`config.mk`:
```
export PLATFORM = sky130hd
export DESIGN_NAME = swap_check_sequencer_flat
export DESIGN_NICKNAME = d
export VERILOG_FILES = /design/src/rtl/swap_check_sequencer_if.sv /design/src/rtl/swap_check_sequencer.sv /design/src/flat_wrapper.sv
export SDC_FILE = /design/constraint.sdc
export NUM_CORES = 2
export LEC_CHECK = 0
export BUFFER_PORTS_ARGS = -buffer_cell sky130_fd_sc_hd__buf_2
export CAP_MARGIN = 30
export CORE_UTILIZATION = 40
export DETAILED_ROUTE_END_ITERATION = 8
export PLACE_DENSITY = 0.56
export SLEW_MARGIN = 0
export SYNTH_ARGS = -nofsm -noshare
export SYNTH_HDL_FRONTEND = slang
export SYNTH_SLANG_ARGS = --single-unit
```
`constraint.sdc`:
```
create_clock -name clk -period 28.8 [get_ports clk]
set_clock_uncertainty 0.2 [all_clocks]
set_input_delay 2.88 -clock clk [delete_from_list [all_inputs] [get_ports clk]]
set_output_delay 2.88 -clock clk [all_outputs]
set_load 0.02 [all_outputs]
```
`src/rtl/swap_check_sequencer_if.sv`:
```
// Job/result handshake bundle for swap_check_sequencer.
// master = job producer and result consumer, slave = the sequencer.
interface swap_check_sequencer_if #(
  parameter int W    = 32,
  parameter int NPTS = 6
);
  logic              in_valid;
  logic              in_ready;
  logic [NPTS*W-1:0] in_xs;
  logic [NPTS*W-1:0] in_ys;
  logic              out_valid;
  logic              out_ready;
  logic              out_res;
  logic              out_timeout;
  logic [7:0]        out_tag;

  modport master (
    output in_valid, in_xs, in_ys, out_ready,
    input  in_ready, out_valid, out_res, out_timeout, out_tag
  );

  modport slave (
    input  in_valid, in_xs, in_ys, out_ready,
    output in_ready, out_valid, out_res, out_timeout, out_tag
  );
endinterface

```
`src/rtl/swap_check_sequencer.sv`:
```
// Buffers six-point jobs in a FIFO and runs them one at a time on a checkswap
// checker, returning a tagged result (or a timeout) per job.
module swap_check_sequencer #(
  parameter int W           = 32,
  parameter int NPTS        = 6,
  parameter int DEPTH       = 4,
  parameter int LOAD_CYCLES = 3,
  parameter int TIMEOUT     = 64
) (
  input  logic                  clk,
  input  logic                  rst,
  swap_check_sequencer_if.slave bus,
  output logic                  chk_rst,
  output logic [NPTS*W-1:0]     chk_xs,
  output logic [NPTS*W-1:0]     chk_ys,
  input  logic                  chk_res,
  input  logic                  chk_complete,
  output logic                  busy,
  output logic [15:0]           jobs_done
);
  localparam int AW = $clog2(DEPTH);
  localparam int CW = AW + 1;
  localparam int LW = $clog2(LOAD_CYCLES + 1);
  localparam int TW = $clog2(TIMEOUT + 1);
  localparam logic [CW-1:0] FULL_COUNT = CW'(DEPTH);
  localparam logic [LW-1:0] LOAD_LAST  = LW'(LOAD_CYCLES);
  localparam logic [TW-1:0] RUN_LAST   = TW'(TIMEOUT);

  typedef enum logic [1:0] {IDLE, LOAD, RUN, HOLD} state_t;
  state_t state, state_next;

  logic [NPTS*W-1:0] xs_mem  [DEPTH];
  logic [NPTS*W-1:0] ys_mem  [DEPTH];
  logic [7:0]        tag_mem [DEPTH];
  logic [AW-1:0]     wr_ptr, rd_ptr;
  logic [CW-1:0]     count;
  logic [7:0]        accept_cnt;
  logic [LW-1:0]     load_cnt;
  logic [TW-1:0]     run_cnt;
  logic              push, pop, empty, full;

  always_comb begin
    empty = (count == '0);
    full  = (count == FULL_COUNT);
    push  = bus.in_valid && !full;
    pop   = (state == IDLE) && !empty;
  end

  assign bus.in_ready  = !full;
  assign bus.out_valid = (state == HOLD);
  // Checker is held in reset everywhere except RUN so it never sees stale data.
  assign chk_rst       = (state != RUN);
  assign busy          = (state != IDLE) || !empty;

  always_comb begin
    state_next = state;
    unique case (state)
      IDLE:    if (!empty) state_next = LOAD;
      LOAD:    if (load_cnt == LOAD_LAST) state_next = RUN;
      RUN:     if (chk_complete || run_cnt == RUN_LAST) state_next = HOLD;
      HOLD:    if (bus.out_ready) state_next = IDLE;
      default: state_next = IDLE;
    endcase
  end

  always_ff @(posedge clk or posedge rst) begin
    if (rst) state <= IDLE;
    else     state <= state_next;
  end

  always_ff @(posedge clk) begin
    if (push) begin
      xs_mem[wr_ptr]  <= bus.in_xs;
      ys_mem[wr_ptr]  <= bus.in_ys;
      tag_mem[wr_ptr] <= accept_cnt;
    end
  end

  always_ff @(posedge clk or posedge rst) begin
    if (rst) begin
      wr_ptr          <= '0;
      rd_ptr          <= '0;
      count           <= '0;
      accept_cnt      <= '0;
      load_cnt        <= '0;
      run_cnt         <= '0;
      chk_xs          <= '0;
      chk_ys          <= '0;
      bus.out_tag     <= '0;
      bus.out_res     <= 1'b0;
      bus.out_timeout <= 1'b0;
      jobs_done       <= '0;
    end else begin
      if (push) begin
        wr_ptr     <= wr_ptr + AW'(1);
        accept_cnt <= accept_cnt + 8'd1;
      end
      if (push != pop) count <= push ? count + CW'(1) : count - CW'(1);
      if (pop) begin
        rd_ptr      <= rd_ptr + AW'(1);
        chk_xs      <= xs_mem[rd_ptr];
        chk_ys      <= ys_mem[rd_ptr];
        bus.out_tag <= tag_mem[rd_ptr];
        load_cnt    <= LW'(1);
      end
      if (state == LOAD && load_cnt != LOAD_LAST) load_cnt <= load_cnt + LW'(1);
      if (state == LOAD && state_next == RUN) run_cnt <= TW'(1);
      if (state == RUN) begin
        run_cnt <= run_cnt + TW'(1);
        // Completion wins over a timeout landing on the same cycle.
        if (chk_complete) begin
          bus.out_res     <= chk_res;
          bus.out_timeout <= 1'b0;
        end else if (run_cnt == RUN_LAST) begin
          bus.out_res     <= 1'b0;
          bus.out_timeout <= 1'b1;
        end
      end
      if (state == HOLD && bus.out_ready) jobs_done <= jobs_done + 16'd1;
    end
  end
endmodule
```
`src/flat_wrapper.sv`:
```
// flat-port wrapper written by rule: the top's interface ports become plain ports
module swap_check_sequencer_flat 
#(
  parameter int W           = 32,
  parameter int NPTS        = 6,
  parameter int DEPTH       = 4,
  parameter int LOAD_CYCLES = 3,
  parameter int TIMEOUT     = 64
)
  (clk, rst, chk_rst, chk_xs, chk_ys, chk_res, chk_complete, busy, jobs_done, bus_in_valid, bus_in_xs, bus_in_ys, bus_out_ready, bus_in_ready, bus_out_valid, bus_out_res, bus_out_timeout, bus_out_tag);
  swap_check_sequencer_if #(.W(W), .NPTS(NPTS)) bus_i ();
  input  logic clk;
  input  logic rst;
  output logic chk_rst;
  output logic [NPTS*W-1:0] chk_xs;
  output logic [NPTS*W-1:0] chk_ys;
  input  logic chk_res;
  input  logic chk_complete;
  output logic busy;
  output logic [15:0] jobs_done;
  input wire logic [$bits(bus_i.in_valid)-1:0] bus_in_valid;
  input wire logic [$bits(bus_i.in_xs)-1:0] bus_in_xs;
  input wire logic [$bits(bus_i.in_ys)-1:0] bus_in_ys;
  input wire logic [$bits(bus_i.out_ready)-1:0] bus_out_ready;
  output wire logic [$bits(bus_i.in_ready)-1:0] bus_in_ready;
  output wire logic [$bits(bus_i.out_valid)-1:0] bus_out_valid;
  output wire logic [$bits(bus_i.out_res)-1:0] bus_out_res;
  output wire logic [$bits(bus_i.out_timeout)-1:0] bus_out_timeout;
  output wire logic [$bits(bus_i.out_tag)-1:0] bus_out_tag;
  assign bus_i.in_valid = bus_in_valid;
  assign bus_i.in_xs = bus_in_xs;
  assign bus_i.in_ys = bus_in_ys;
  assign bus_i.out_ready = bus_out_ready;
  assign bus_in_ready = bus_i.in_ready;
  assign bus_out_valid = bus_i.out_valid;
  assign bus_out_res = bus_i.out_res;
  assign bus_out_timeout = bus_i.out_timeout;
  assign bus_out_tag = bus_i.out_tag;
  swap_check_sequencer #(.W(W), .NPTS(NPTS), .DEPTH(DEPTH), .LOAD_CYCLES(LOAD_CYCLES), .TIMEOUT(TIMEOUT)) u_core (.clk(clk), .rst(rst), .bus(bus_i), .chk_rst(chk_rst), .chk_xs(chk_xs), .chk_ys(chk_ys), .chk_res(chk_res), .chk_complete(chk_complete), .busy(busy), .jobs_done(jobs_done));
endmodule
```
[Word level (Yosys, flattened, before mapping)]
Memories as Yosys holds them, arrays and structs flattened. A register that Yosys moved wholly into a read port is not among the register bits.
Cells that the tools add are included.
Widths: inputs -> output; s select.
Word-level totals
  memories: 3
  bits in latches: 0
  output and inout bits: 414
  input bits: 390
  memory bits (read-only): 0
  flip-flop bits (word level): 44
  logic and storage cells: 63
  memory bits (writable): 1568
Operators by class
  $mul: 0
  reductions and logical operators: 16
  divide/modulo/power cells: 0
  order comparisons: 0
  shift operators: 0
  muxes and demuxes: 16
  eq/ne operators: 10
  bitwise operators: 0
  $add $sub $neg: 8
Memory list
  u_core.xs_mem: depth 4, width 192, read ports 1, clocked after memory_dff 1, wr ports 1, RTL line swap_check_sequencer.sv:32  | logic [NPTS*W-1:0] xs_mem [DEPTH];
  u_core.ys_mem: depth 4, width 192, read ports 1, clocked after memory_dff 1, wr ports 1, RTL line swap_check_sequencer.sv:33  | logic [NPTS*W-1:0] ys_mem [DEPTH];
  u_core.tag_mem: depth 4, width 8, read ports 1, clocked after memory_dff 1, wr ports 1, RTL line swap_check_sequencer.sv:34  | logic [7:0] tag_mem [DEPTH];
Operators with widths (count)
  $add 16x1->16 const B: 1
  $mux 7: 2
  $mux 2: 6
  $add 8x1->8 const B: 1
  $eq 2x2->1 const B: 4
  $pmux 2 s4: 1
  $reduce_bool 2->1: 4
  $add 7x1->7 const B: 1
  $eq 7x7->1 const B: 1
  $add 2x1->2 const B: 3
  $mux 1: 6
  $logic_and 1x1->1: 5
  $ne 2x2->1 const B: 2
  $add 3x1->3 const B: 1
  $eq 3x3->1 const B: 1
  $logic_not 3->1: 1
  $mux 3: 1
  $sub 3x1->3 const B: 1
  $eq 2x1->1 const B: 1
  $logic_not 1->1: 2
  $logic_not 2->1: 1
  $logic_or 1x1->1: 2
  $reduce_and 2->1: 1
  $ne 1x1->1: 1

[Logic depth before layout (Yosys ltp)]
  word-level depth: 8
  gate-level depth with buffers: 8
  depth with buffers taken out: 7

[Worst setup path after synthesis]
Ideal clock, no wire load.
  path type: input port to flip-flop
  from: input port bus_in_valid
  to: memory u_core.tag_mem[0][0] (enable)
  buffers on the path: 0
  path slack: 16.003 ns
  data arrival time: 11.788 ns
  required time: 27.790 ns
  stages: 1
  library setup time: 0.810 ns
  cell sequence: and3_1
On the way
  cells in the longest elaborated chain, start to end: 3
Ends and longest elaborated chain
  start: declaration: RTL line flat_wrapper.sv:21  | input wire logic [$bits(bus_i.in_valid)-1:0] bus_in_valid;
  $logic_and 1x1->1: RTL line swap_check_sequencer.sv:45  | push = bus.in_valid && !full;
  $mux 1: RTL line swap_check_sequencer.sv:72  | if (push) begin
  $mux 1 (not written as such): RTL line swap_check_sequencer.sv:75  | tag_mem[wr_ptr] <= accept_cnt;
  end: declaration: RTL line swap_check_sequencer.sv:34
Every way passes these cells.

[Worst setup path in the final report]
  from: input port bus_in_valid
  to: memory u_core.xs_mem[2][73] in the netlist's numbering (enable)
On the way
  cells in the longest elaborated chain, start to end: 3
Ends and longest elaborated chain
  $logic_and 1x1->1: RTL line swap_check_sequencer.sv:45
  $mux 1: RTL line swap_check_sequencer.sv:72
  $mux 1 (not written as such): RTL line swap_check_sequencer.sv:73  | xs_mem[wr_ptr] <= bus.in_xs;
  end: declaration: RTL line swap_check_sequencer.sv:32
Every way passes these cells.

==> parameters.txt <==
Parameter                              Value

Timing
  Achievable frequency ... 159 MHz
  Minimum period implied by the final worst setup slack ... 6300 ps
  Transition time at the pin with the least slew margin ... 1120 ps
  Worst relative slew slack ... 25.2%
  RSZ-0062 raised after global routing ... false
  Max-slew violations ... 0
  Setup TNS Final ... 0 ps
  Final hold violation count ... 0
  Tightest hold margin ... 267 ps
  Final worst-path cycle share ... 21.9%
  Final setup violating endpoints ... 0

Synthesis
  Post-synthesis register bit count ... 2004
  Number of distinct library cells after synthesis ... 45
  Gate count of the mapped netlist ... 3901
  Synth Warn # ... 0
  Portion of netlist area occupied by mux cells ... 12.1%
  Most used flip-flop cell after synthesis ... sky130_fd_sc_hd__edfxtp_1
  Synth Net Count ... 4301
  Share of synthesized flip-flops with an asynchronous set or reset ... 21.8%
  Arithmetic-cell share of the synthesized area counting full adders, half adders and majority gates ... 0.181%
  Post-Synthesis Mean Instance Area ... 18.8 sq um
  Synthesized-area fraction occupied by ao, oa, aoi and oai cells ... 0.210%
  Cell accounting for the most synthesized area ... sky130_fd_sc_hd__edfxtp_1
  Number of synthesized flops with an enable pin ... 1568
  Largest family of logic cells by synthesized area ... multiplexers
  Sequential area share after synthesis ... 79.0%
  Synth top area share ... 64.1%
  Post-synthesis share of cell area spent on xor and xnor gates ... 0.356%
  Simple-gate portion of the synthesized area ... 6.58%
  Top area cells in the synthesized netlist ... sky130_fd_sc_hd__edfxtp_1 64%, sky130_fd_sc_hd__dfrtp_1 15%, sky130_fd_sc_hd__mux4_2 12%, sky130_fd_sc_hd__nand2_1 6.1%, sky130_fd_sc_hd__buf_6 0.63%
  Syn Std Cell Area ... 73400 sq um

Clocking
  Clock H-tree levels ... 4
  CTS tree ... yes
  Sinks on Clock Net ... 2004
  Clock-pin slew reported for the worst setup and hold paths after clock tree synthesis ... 60 ps
  Count of cells resized by post-cts repair ... 0
  Clk Latency, worst-skew pair ... 830 ps
  Hold bufs inserted after CTS ... 0
  Number of CTS-inserted buffers ... 205
  Library cell used as clock root buffer ... sky130_fd_sc_hd__clkbuf_16
  Largest buffer count on any clock path ... 3
  Post CTS Setup Buffer Count ... 0

Worst setup path
  CP startpoint ... bus_in_valid
  Startpoint of the worst-slack reg-to-reg timing path ... u_core.rd_ptr[1]$_DFFE_PP0P_
  Arr. time, crit path ... 6550 ps
  Max Fanout on Critical Path ... 59
  Worst Path Required ... 29050 ps
  Worst Setup Start Kind ... input port
  Crit Path Class ... input port to flip-flop
  Element type at the critical path end ... flip-flop

Final layout
  Commonest cells after routing, fill and taps aside ... 1568 x sky130_fd_sc_hd__edfxtp_1, 1195 x sky130_fd_sc_hd__nand2_1, 803 x sky130_fd_sc_hd__buf_2
  Fillers ... 15400
  Area used by sequential logic in the layout ... 58000 sq um
  Layout cells sized above 1 ... 31.4%
  Post-synthesis to final-layout area growth ... 18.1%
  Multi-input combinational cell area ... 14300 sq um
  Final standard cell area without fillers ... 86700 sq um
  Most common cell after layout, fill and taps aside ... sky130_fd_sc_hd__edfxtp_1
  Count of nets after finishing ... 5186

GRT
  Grt ovf ... 0
  Via count of the first global-routing pass ... 38300
  Largest net degree at the start of global routing ... 149
  All-Layer GR Usage ... 18.8%
  Number of antenna violations at the first check in global routing ... 98
  Wire length of the first global-routing pass ... 258 mm

Route
  Detailed-routing iteration count for the pre-antenna-repair pass ... 5
  Number of vias in the routed layout ... 37100
  Uppermost layer routed ... met5
  Number of nets still failing antenna checks after routing ... 0
  Routed metal-1 wirelength ... 69.8 mm
  Number of vias per cell ... 5.04
  DRC viols ... 0
  Detail Route met2 WL ... 87.9 mm
  Routed Wire Length ... 174 mm
  Total met3 wirelength after detailed routing ... 9.68 mm
  Average wire per cell in the routed design ... 23.6 um
  Number of design-rule violations left by the first detailed-router iteration ... 2095

Placed design
  Port buffer count ... 803
  Global placer's final weighted congestion ... 0.765
  Placed wire-length estimate after detailed placement ... 104 mm
  Placed cell area ... 79900 sq um

Die
  Number of rows created at floorplan ... 156
  Horiz. Die Dim ... 430 um
  DIE AREA ... 185000 sq um
  Count of boundary I/O pins ... 804
  Die Height ... 430 um
  Initial standard-cell utilization of the core ... 40.5%
  Area of the core ... 182000 sq um

Worst hold path
  Critical hold path startpoint ... u_core.chk_xs[150]$_DFFE_PP0P_
  Type of the worst min-delay path ... flip-flop to flip-flop

Pwr
  Pwr Total ... 9.60 mW
  Leakage power ... 33.1 nW
  Power density cells ... 111 nW/um^2
  Max VDD drop ... 0.0810 mV

Flow run
  Number of max-cap violations ... 0

Status
  Result of the run ... complete, no violations
[critical path, stage by stage]
cell and delay, ps:
sky130_fd_sc_hd__buf_2 140, sky130_fd_sc_hd__and3_4 610, sky130_fd_sc_hd__buf_4 390, sky130_fd_sc_hd__buf_16 290, sky130_fd_sc_hd__buf_4 500, sky130_fd_sc_hd__buf_4 670
sky130_fd_sc_hd__buf_4 830
[synthesized netlist by cell type, types with 2 or more instances]
cell and n:
sky130_fd_sc_hd__buf_2 24, sky130_fd_sc_hd__edfxtp_1 1568, sky130_fd_sc_hd__a31oi_1 3, sky130_fd_sc_hd__and3_1 9
sky130_fd_sc_hd__o21ai_0 12, sky130_fd_sc_hd__nand2_1 1195, sky130_fd_sc_hd__buf_6 41, sky130_fd_sc_hd__buf_4 38
sky130_fd_sc_hd__nand4_1 10, sky130_fd_sc_hd__nand2b_1 2, sky130_fd_sc_hd__xnor2_1 19, sky130_fd_sc_hd__nor4_1 3
sky130_fd_sc_hd__xor2_1 9, sky130_fd_sc_hd__a21oi_1 2, sky130_fd_sc_hd__clkbuf_1 43, sky130_fd_sc_hd__nor3_1 5
sky130_fd_sc_hd__dfrtp_1 436, sky130_fd_sc_hd__mux4_2 392, sky130_fd_sc_hd__a22o_1 3, sky130_fd_sc_hd__mux2_2 2
sky130_fd_sc_hd__nand3_1 6, sky130_fd_sc_hd__inv_1 7, sky130_fd_sc_hd__buf_1 34, sky130_fd_sc_hd__or3_1 2
sky130_fd_sc_hd__nand4_2 2, sky130_fd_sc_hd__ha_1 9, sky130_fd_sc_hd__nor2_1 7
[flip-flops by register name (all words and copies together), names as in the netlist, 3 cells and up]
| name | count |
|---|---|
| u_core.accept_cnt | 8 |
| u_core.bus.out_tag | 8 |
| u_core.chk_xs | 192 |
| u_core.chk_ys | 192 |
| u_core.count | 3 |
| u_core.jobs_done | 16 |
| u_core.run_cnt | 7 |
| u_core.tag_mem | 32 |
| u_core.xs_mem | 768 |
| u_core.ys_mem | 768 |
[stage by stage]
stage,util [%],std cells,setup WS (ps)
global placement,44.0,6942,21320
finish,47.8,7359,22500
detailed placement,44.0,6945,21560
CTS,47.7,7337,22510
global route,47.8,7353,22320
floorplan,-,3901,13570
[cell families after synthesis]
logic type | count (synthesis)
adder cells (fa/ha/maj) | 10
buffers and inverters | 188
AND/OR/NAND/NOR | 1249
XOR/XNOR | 29
AO/OA/AOI/OAI | 25
multiplexers | 396
flip-flops | 2004
[layer usage]
| layer | global-route usage, % | up-vias |
|---|---|---|
| met5 | 0 | - |
| met4 | 6.63 | 72 |
| met3 | 4.67 | 390 |
| met2 | 31.5 | 940 |
| met1 | 23.6 | 19200 |
| li1 | - | 16500 |
[worst paths after layout]
kind	end	slack, ps	cells after the start
max in group asynchronous	u_core.chk_xs[126]$_DFFE_PP0P_	24450	4
max reg2reg	u_core.chk_ys[33]$_DFFE_PP0P_	23660	8
max	u_core.xs_mem[2][73]$_DFFE_PP_	22500	7
min	u_core.chk_xs[150]$_DFFE_PP0P_	270	2
min in group asynchronous	u_core.chk_ys[21]$_DFFE_PP0P_	1900	2
min reg2reg	u_core.chk_xs[150]$_DFFE_PP0P_	270	2
[power by group]
group,switching [mW],internal [mW],total (mW)
clock network,1.11,1.50,2.61
registers,0.293,3.91,4.21
logic,1.75,1.03,2.78
total,3.15,6.45,9.60
[area by class of cell]
type,count,area share [%]
sequential,2004,66.9
multi-input combinational,1709,16.5
antenna,18,0.0519
timing repair buffer,858,5.43
clock inverter,89,1.06
inverter,8,0.0433
tap,2370,3.42
clock buffer,303,6.67
(Power assumes the default switching activity.)
